**config.mk**
```make
export PLATFORM = sky130hd
export DESIGN_NAME = hdu_event_tracer_flat
export DESIGN_NICKNAME = d
export VERILOG_FILES = /design/src/rtl/hdu_pkg.sv /design/src/rtl/hdu_event_tracer_if.sv /design/src/rtl/hdu_sync_fifo.sv /design/src/rtl/hdu_event_tracer.sv /design/src/flat_wrapper.sv
export SDC_FILE = /design/constraint.sdc
export NUM_CORES = 1
export LEC_CHECK = 0
export CORE_MARGIN = 10
export CORE_UTILIZATION = 32
export DETAILED_ROUTE_END_ITERATION = 8
export GPL_ROUTABILITY_DRIVEN = 0
export PLACE_DENSITY = 0.58
export SLEW_MARGIN = 20
export SYNTH_ARGS = -nofsm -noshare
export SYNTH_HDL_FRONTEND = slang
export SYNTH_HIERARCHICAL = 1
export SYNTH_SLANG_ARGS = --single-unit
```
**constraint.sdc**
```tcl
create_clock -name clk -period 6.8 [get_ports clk]
set_clock_uncertainty 0.2 [all_clocks]
set_input_delay 0.68 -clock clk [delete_from_list [all_inputs] [get_ports clk]]
set_output_delay 0.68 -clock clk [all_outputs]
set_load 0.005 [all_outputs]
```
**src/rtl/hdu_pkg.sv**
```systemverilog
`default_nettype none
// ============================================================================
// Package   : hdu_pkg
// Purpose   : Shared HDU types, trace defaults and width helpers.
// Revision  : 1.0
// ============================================================================
package hdu_pkg;

    localparam int TRACE_TS_W   = 32;
    localparam int TRACE_NUM_CH = 4;

    typedef enum logic [1:0] {
        CH_HDR_PARSED = 2'd0,
        CH_DISPATCH   = 2'd1,
        CH_FALLBACK   = 2'd2,
        CH_DONE       = 2'd3
    } trace_ch_e;

    typedef struct packed {
        trace_ch_e               ch_id;
        logic [3:0]              tag;
        logic [TRACE_TS_W-1:0]   ts;
    } trace_rec_t;

    // Never returns 0 so that a single-entry dimension still gets a 1-bit index.
    function automatic int safe_clog2(input int value);
        return (value <= 1) ? 1 : $clog2(value);
    endfunction

endpackage
`default_nettype wire

```
**src/rtl/hdu_event_tracer_if.sv**
```systemverilog
`default_nettype none
// ============================================================================
// Interface : hdu_event_tracer_if
// Purpose   : Single-beat AXI-Stream channel carrying trace records.
// Revision  : 1.0
// ============================================================================
interface hdu_event_tracer_if #(
    parameter int REC_W = 38
) ();

    logic [REC_W-1:0] tdata;
    logic             tvalid;
    logic             tready;
    logic             tlast;

    modport master (
        output tdata,
        output tvalid,
        output tlast,
        input  tready
    );

    modport slave (
        input  tdata,
        input  tvalid,
        input  tlast,
        output tready
    );

endinterface
`default_nettype wire

```
**src/rtl/hdu_sync_fifo.sv**
```systemverilog
`default_nettype none
// ============================================================================
// Module    : hdu_sync_fifo
// Purpose   : First-word-fall-through synchronous FIFO with flush and count.
// Revision  : 1.0
// ============================================================================
module hdu_sync_fifo
    import hdu_pkg::*;
#(
    parameter  int WIDTH = 8,
    parameter  int DEPTH = 16,
    localparam int AW    = safe_clog2(DEPTH)
) (
    input  wire logic             clk,
    input  wire logic             rst_n,
    input  wire logic             clear,
    input  wire logic             push,
    input  wire logic [WIDTH-1:0] push_data,
    input  wire logic             pop,
    output logic      [WIDTH-1:0] pop_data,
    output logic                  full,
    output logic                  empty,
    output logic      [AW:0]      count
);

    logic [WIDTH-1:0] mem [DEPTH];
    logic [AW-1:0]    wr_ptr;
    logic [AW-1:0]    rd_ptr;
    logic             do_push;
    logic             do_pop;

    assign empty   = (count == '0);
    assign full    = (count == (AW+1)'(DEPTH));
    assign do_pop  = pop && !empty;
    assign do_push = push && (!full || do_pop);

    // Head is read straight out of storage; forced to zero when nothing is held.
    assign pop_data = empty ? '0 : mem[rd_ptr];

    always_ff @(posedge clk) begin
        if (do_push && !clear) begin
            mem[wr_ptr] <= push_data;
        end
    end

    always_ff @(posedge clk or negedge rst_n) begin
        if (!rst_n) begin
            wr_ptr <= '0;
            rd_ptr <= '0;
            count  <= '0;
        end else if (clear) begin
            wr_ptr <= '0;
            rd_ptr <= '0;
            count  <= '0;
        end else begin
            if (do_push) wr_ptr <= wr_ptr + 1'b1;
            if (do_pop)  rd_ptr <= rd_ptr + 1'b1;
            case ({do_push, do_pop})
                2'b10:   count <= count + 1'b1;
                2'b01:   count <= count - 1'b1;
                default: count <= count;
            endcase
        end
    end

endmodule
`default_nettype wire

```
**src/rtl/hdu_event_tracer.sv**
```systemverilog
`default_nettype none
// ============================================================================
// Module    : hdu_event_tracer
// Purpose   : Per-channel event timestamper; stamped records stream out via AXIS.
// Revision  : 1.0
// ============================================================================
module hdu_event_tracer
    import hdu_pkg::*;
#(
    parameter  int NUM_CH = TRACE_NUM_CH,
    parameter  int TAG_W  = 4,
    parameter  int TS_W   = TRACE_TS_W,
    parameter  int DEPTH  = 16,
    localparam int CH_W   = safe_clog2(NUM_CH),
    localparam int REC_W  = CH_W + TAG_W + TS_W,
    localparam int FL_W   = safe_clog2(DEPTH) + 1
) (
    input  wire logic                    clk,
    input  wire logic                    rst_n,
    input  wire logic                    enable,
    input  wire logic                    clear,
    input  wire logic [NUM_CH-1:0]       ev_valid,
    input  wire logic [NUM_CH*TAG_W-1:0] ev_tag,
    hdu_event_tracer_if.master           m_axis,
    output logic      [TS_W-1:0]         cycle_count,
    output logic      [FL_W-1:0]         fill_level,
    output logic      [31:0]             drop_count
);

    logic [NUM_CH-1:0]            pend_valid;
    logic [NUM_CH-1:0][TAG_W-1:0] pend_tag;
    logic [NUM_CH-1:0][TS_W-1:0]  pend_ts;
    logic [NUM_CH-1:0]            drop_vec;
    logic [CH_W-1:0]              rr_ptr;
    logic [CH_W-1:0]              grant_idx;
    logic                         grant_any;
    logic                         grant_en;
    logic                         pop;
    logic                         fifo_full;
    logic                         fifo_empty;
    logic [REC_W-1:0]             fifo_head;
    logic [REC_W-1:0]             rec;
    logic [CH_W:0]                n_drops;
    logic [32:0]                  drop_sum;

    assign pop      = m_axis.tvalid && m_axis.tready;
    assign grant_en = grant_any && (!fifo_full || pop) && !clear;

    always_ff @(posedge clk or negedge rst_n) begin
        if (!rst_n)     cycle_count <= '0;
        else if (clear) cycle_count <= '0;
        else            cycle_count <= cycle_count + 1'b1;
    end

    for (genvar i = 0; i < NUM_CH; i++) begin : g_ch
        logic             hit;
        logic             granted;
        logic             valid_q;
        logic [TAG_W-1:0] tag_q;
        logic [TS_W-1:0]  ts_q;

        assign hit         = enable && ev_valid[i] && !clear;
        assign granted     = grant_en && (grant_idx == CH_W'(i));
        assign drop_vec[i] = hit && valid_q && !granted;
        assign pend_valid[i] = valid_q;
        assign pend_tag[i]   = tag_q;
        assign pend_ts[i]    = ts_q;

        // A latch being drained this edge may be refilled on the same edge.
        always_ff @(posedge clk or negedge rst_n) begin
            if (!rst_n) begin
                valid_q <= 1'b0;
                tag_q   <= '0;
                ts_q    <= '0;
            end else if (clear) begin
                valid_q <= 1'b0;
            end else if (hit && (!valid_q || granted)) begin
                valid_q <= 1'b1;
                tag_q   <= ev_tag[i*TAG_W +: TAG_W];
                ts_q    <= cycle_count;
            end else if (granted) begin
                valid_q <= 1'b0;
            end
        end
    end

    // Round-robin search starting at rr_ptr.
    always_comb begin
        int j;
        j         = 0;
        grant_any = 1'b0;
        grant_idx = '0;
        for (int k = 0; k < NUM_CH; k++) begin
            j = int'(rr_ptr) + k;
            if (j >= NUM_CH) j = j - NUM_CH;
            if (!grant_any && pend_valid[CH_W'(j)]) begin
                grant_any = 1'b1;
                grant_idx = CH_W'(j);
            end
        end
    end

    always_ff @(posedge clk or negedge rst_n) begin
        if (!rst_n) begin
            rr_ptr <= '0;
        end else if (clear) begin
            rr_ptr <= '0;
        end else if (grant_en) begin
            rr_ptr <= (grant_idx == CH_W'(NUM_CH - 1)) ? '0 : grant_idx + 1'b1;
        end
    end

    always_comb begin
        n_drops = '0;
        for (int k = 0; k < NUM_CH; k++) begin
            n_drops = n_drops + (CH_W+1)'(drop_vec[k]);
        end
        drop_sum = {1'b0, drop_count} + 33'(n_drops);
    end

    always_ff @(posedge clk or negedge rst_n) begin
        if (!rst_n)           drop_count <= '0;
        else if (clear)       drop_count <= '0;
        else if (drop_sum[32]) drop_count <= '1;
        else                  drop_count <= drop_sum[31:0];
    end

    assign rec = {grant_idx, pend_tag[grant_idx], pend_ts[grant_idx]};

    hdu_sync_fifo #(
        .WIDTH (REC_W),
        .DEPTH (DEPTH)
    ) u_fifo (
        .clk       (clk),
        .rst_n     (rst_n),
        .clear     (clear),
        .push      (grant_en),
        .push_data (rec),
        .pop       (pop && !clear),
        .pop_data  (fifo_head),
        .full      (fifo_full),
        .empty     (fifo_empty),
        .count     (fill_level)
    );

    assign m_axis.tdata  = fifo_head;
    assign m_axis.tvalid = !fifo_empty;
    assign m_axis.tlast  = !fifo_empty;

endmodule
`default_nettype wire

```
**src/flat_wrapper.sv**
```systemverilog
// flat-port wrapper written by rule: the top's interface ports become plain ports
module hdu_event_tracer_flat import hdu_pkg::*;
#(
    parameter  int NUM_CH = TRACE_NUM_CH,
    parameter  int TAG_W  = 4,
    parameter  int TS_W   = TRACE_TS_W,
    parameter  int DEPTH  = 16,
    localparam int CH_W   = safe_clog2(NUM_CH),
    localparam int REC_W  = CH_W + TAG_W + TS_W,
    localparam int FL_W   = safe_clog2(DEPTH) + 1
)
  (clk, rst_n, enable, clear, ev_valid, ev_tag, cycle_count, fill_level, drop_count, m_axis_tdata, m_axis_tvalid, m_axis_tlast, m_axis_tready);
  hdu_event_tracer_if #(.REC_W((2 + TAG_W + TS_W))) m_axis_i ();
  input  wire logic clk;
  input  wire logic rst_n;
  input  wire logic enable;
  input  wire logic clear;
  input  wire logic [NUM_CH-1:0] ev_valid;
  input  wire logic [NUM_CH*TAG_W-1:0] ev_tag;
  output logic      [TS_W-1:0] cycle_count;
  output logic      [FL_W-1:0] fill_level;
  output logic      [31:0] drop_count;
  output wire logic [$bits(m_axis_i.tdata)-1:0] m_axis_tdata;
  output wire logic [$bits(m_axis_i.tvalid)-1:0] m_axis_tvalid;
  output wire logic [$bits(m_axis_i.tlast)-1:0] m_axis_tlast;
  input wire logic [$bits(m_axis_i.tready)-1:0] m_axis_tready;
  assign m_axis_tdata = m_axis_i.tdata;
  assign m_axis_tvalid = m_axis_i.tvalid;
  assign m_axis_tlast = m_axis_i.tlast;
  assign m_axis_i.tready = m_axis_tready;
  hdu_event_tracer #(.NUM_CH(NUM_CH), .TAG_W(TAG_W), .TS_W(TS_W), .DEPTH(DEPTH)) u_core (.clk(clk), .rst_n(rst_n), .enable(enable), .clear(clear), .ev_valid(ev_valid), .ev_tag(ev_tag), .m_axis(m_axis_i), .cycle_count(cycle_count), .fill_level(fill_level), .drop_count(drop_count));
endmodule
```
==> out/metrics.yaml <==
status: "finished clean"
seqPwrFrac_pct: 46.4
clk_pin_slew_worst_paths_ns: 0.06
final_max_slew_viol_count: 0
drv_cap: 0
crit_arrival_ns: 5.87
crit_required_ns: 7.14
end_kind: "flip-flop"
ys_top_cells_by_count: "edfxtp_1 (608), dfrtp_1 (227), mux4_2 (152)"
busiest_layer: "met2"
clk_path_buf_depth: 3
post-synth-top-count-cell: "edfxtp_1"
grt_max_degree: 102
slew_headroom_pct: 27.4
p_comb_share_pct: 17.7
hold_class: "in2reg"
grt-ovfl-total: 0
power.leakage_nw: 14.3
fillers: 9971
ys.flop_type: "edfxtp_1"
synth_cell_types: 58
worst_pin_slew_ns: 1.08
die_y_um: 352
hpwl_mm: 52.2
final_nets: 2284
synth.ff_latch_count: 835
chipWidth_um: 352
p_per_area_nw_per_um2: 325
start_util_pct: 32.3
synth.net_count: 2132
synth.largest_area_cell: "edfxtp_1"
crit_fanout: 55
synth_edf_count: 608
grt_use_met2_pct: 23.5
clkLatencyLatePin_ns: 0.64
io_buffers: 133
finalCritPeriodShare_pct: 81.3
cts_sinks: 835
grtUsageMet1_pct: 18.0
drt_iter0_drc: 1393
gr-usage-met3_pct: 2.14
fp.coreArea_um2: 109000
first_pass_iters: 5
cts_buffers: 88
path_class: "reg2reg"
clock.fmax_mhz: 181
ant_nets: 0
crit_slowest_cell: "a21boi_0"
place_area_um2: 38400
vias_per_cell: 5.18
cts_root_buf: "clkbuf_16"
fin_crit_ns: 5.53
synth_cells: 2090
io_pins: 134
htree_levels: 3
slowest_delay_ns: 0.45
async_flop_share_pct: 27.2
crit_chain: "buf_4 -> nand2b_1 -> a21boi_0 -> nor3_2 -> buf_4 -> ha_1 -> a21oi_1 -> nand3_1 -> fa_1 -> inv_1 -> fa_1 -> and4_1 -> nand4_1 -> nor3_1 -> nand2_2 -> a21oi_1"
p_int_w: 0.00993
postCtsSetupBuffers: 0
switching_share_pct: 26.2
drc: 0
startpoint_type: "flip-flop"
avgSynthCellArea_um2: 16.8
rows: 121
drive_gt1_share_pct: 22.8
power_frac_clock_pct: 35.9
synth_area_um2: 35200
wl_per_cell_um: 22.9
ys_seq_area_share_pct: 68.0
p_total_w: 0.0135
antenna_found_initial: 0
setup_viol: 0
rsz0062_at_grt: "no"
vias: 19300
dieArea_um2: 124000
hold_viol_final: 0
wirelength_mm: 85.4
synth_top_area_share_pct: 51.9
final_area_um2: 41400
grt_pass1_vias: 20500
vdd_ir_drop_max_mv: 0.169
cts_tree: "yes"
grt_first_pass_wirelength_mm: 130
syn_to_final_growth_pct: 17.7
fin_setup_tns_ns: 0
track_usage_pct: 13.7
ys_warn_count: 6
p_sw_w: 0.00353
synth.area.top_cells: "edfxtp_1 (52%), dfrtp_1 (16%), mux4_2 (9.7%)"
-- layout by cell type, fill, tap and decap left out, types with 42 or more instances in the layout --
master / instances
edfxtp_1: 608
dfrtp_1: 224
mux4_2: 152
mux2i_1: 137
clkdlybuf4s50_1: 131
mux2_2: 110
nor2_1: 97
nand2_1: 96
clkbuf_16: 89
buf_4: 61
a21oi_1: 42
and3_1: 42
-- critical path: cells and delay by family (launching register included) --
family	cells	cell delay, ns
buffers and inverters	3	0.89
and+or+nand+nor	7	1.86
AOI/OAI and AO/OA	3	1.09
DFF	1	0.34
adders and majority gates	3	1.02
-- layout make-up --
type	instances	area, um^2	share of cell area, %
multi-input cells	1088	10700	25.9
repair buffers	202	1970	4.76
inverters	27	106	0.257
well taps	1414	1770	4.27
diodes	2	5.00	0.0121
flip-flops and latches	835	23900	57.8
clock buffers	106	2310	5.58
clock inverters	55	603	1.46
-- metal layers --
layer,up-vias,wire length [um]
met4,0,1320
met3,86,3800
met1,10200,37800
met5,-,0
met2,450,42400
li1,8528,-
-- power groups by stage --
stage / registers (W) / clock network [W] / logic [W]
final: 0.00624 / 0.00483 / 0.00239
after global routing: 0.00627 / 0.00517 / 0.00260
after CTS: 0.00625 / 0.00497 / 0.00242
after detailed placement: 0.00635 / 0 / 0.00242
after global placement: 0.00633 / 0 / 0.00233
after floorplan: 0.00625 / 0 / 0.00142
-- stage by stage --
step           hold slack [ns]  instances  util [%]  setup slack (ns)
2_1_floorplan            0.184       2090         -              1.56
3_3_place_gp             0.288       3559      35.2              1.39
3_5_place_dp             0.295       3563      35.3              1.26
4_1_cts                  0.187       3725      37.9              1.25
5_1_grt                  0.231       3727      38.0             0.785
6_report                 0.229       3729      38.0              1.27
-- timing repair --
action	CTS	global route
hold buffers	1	0
resized for setup	0	0
hold endpoints to repair	99	0
-- state kept, by name, summed over array words and instances, names as in the netlist --
name / cells
u_core/cycle_count: 32
u_core/drop_count: 32
u_core/g_ch.tag_q: 16
u_core/g_ch.ts_q: 128
u_core/g_ch.valid_q: 4
u_core/rr_ptr: 2
u_core/u_fifo/count: 5
u_core/u_fifo/mem: 608
u_core/u_fifo/rd_ptr: 4
u_core/u_fifo/wr_ptr: 4
-- cells by family (layout without fill, tap and decap cells) --
family          count (synthesis)  count (layout)  synth area share [%]
other cells                     0               2                     0
compound gates                193             193                  4.30
flops                         835             835                  68.0
mux                           412             412                  17.5
simple gates                  408             408                  5.90
fa+ha+maj                      17              17                 0.690
xor+xnor                       58              58                  1.44
buf+inv                       167             390                  2.15
-- worst paths after layout --
path | start | endpoint | slack [ns] | cells past startpoint
min | clear | u_core/g_ch[3].valid_q$_DFFE_PN0P_ | 0.23 | 2
max reg2reg | u_core/g_ch[0].valid_q$_DFFE_PN0P_ | u_core/drop_count[25]$_DFF_PN0_ | 1.27 | 16
min in group asynchronous | rst_n | u_core/cycle_count[10]$_DFF_PN0_ | 0.44 | 2
max in group asynchronous | rst_n | u_core/u_fifo/rd_ptr[0]$_DFFE_PN0P_ | 4.44 | 3
min reg2reg | u_core/g_ch[1].ts_q[15]$_DFFE_PN0P_ | u_core/g_ch[1].ts_q[15]$_DFFE_PN0P_ | 0.30 | 1
max | u_core/g_ch[0].valid_q$_DFFE_PN0P_ | u_core/drop_count[25]$_DFF_PN0_ | 1.27 | 16
No activity file was read; power rests on OpenSTA's default activity.
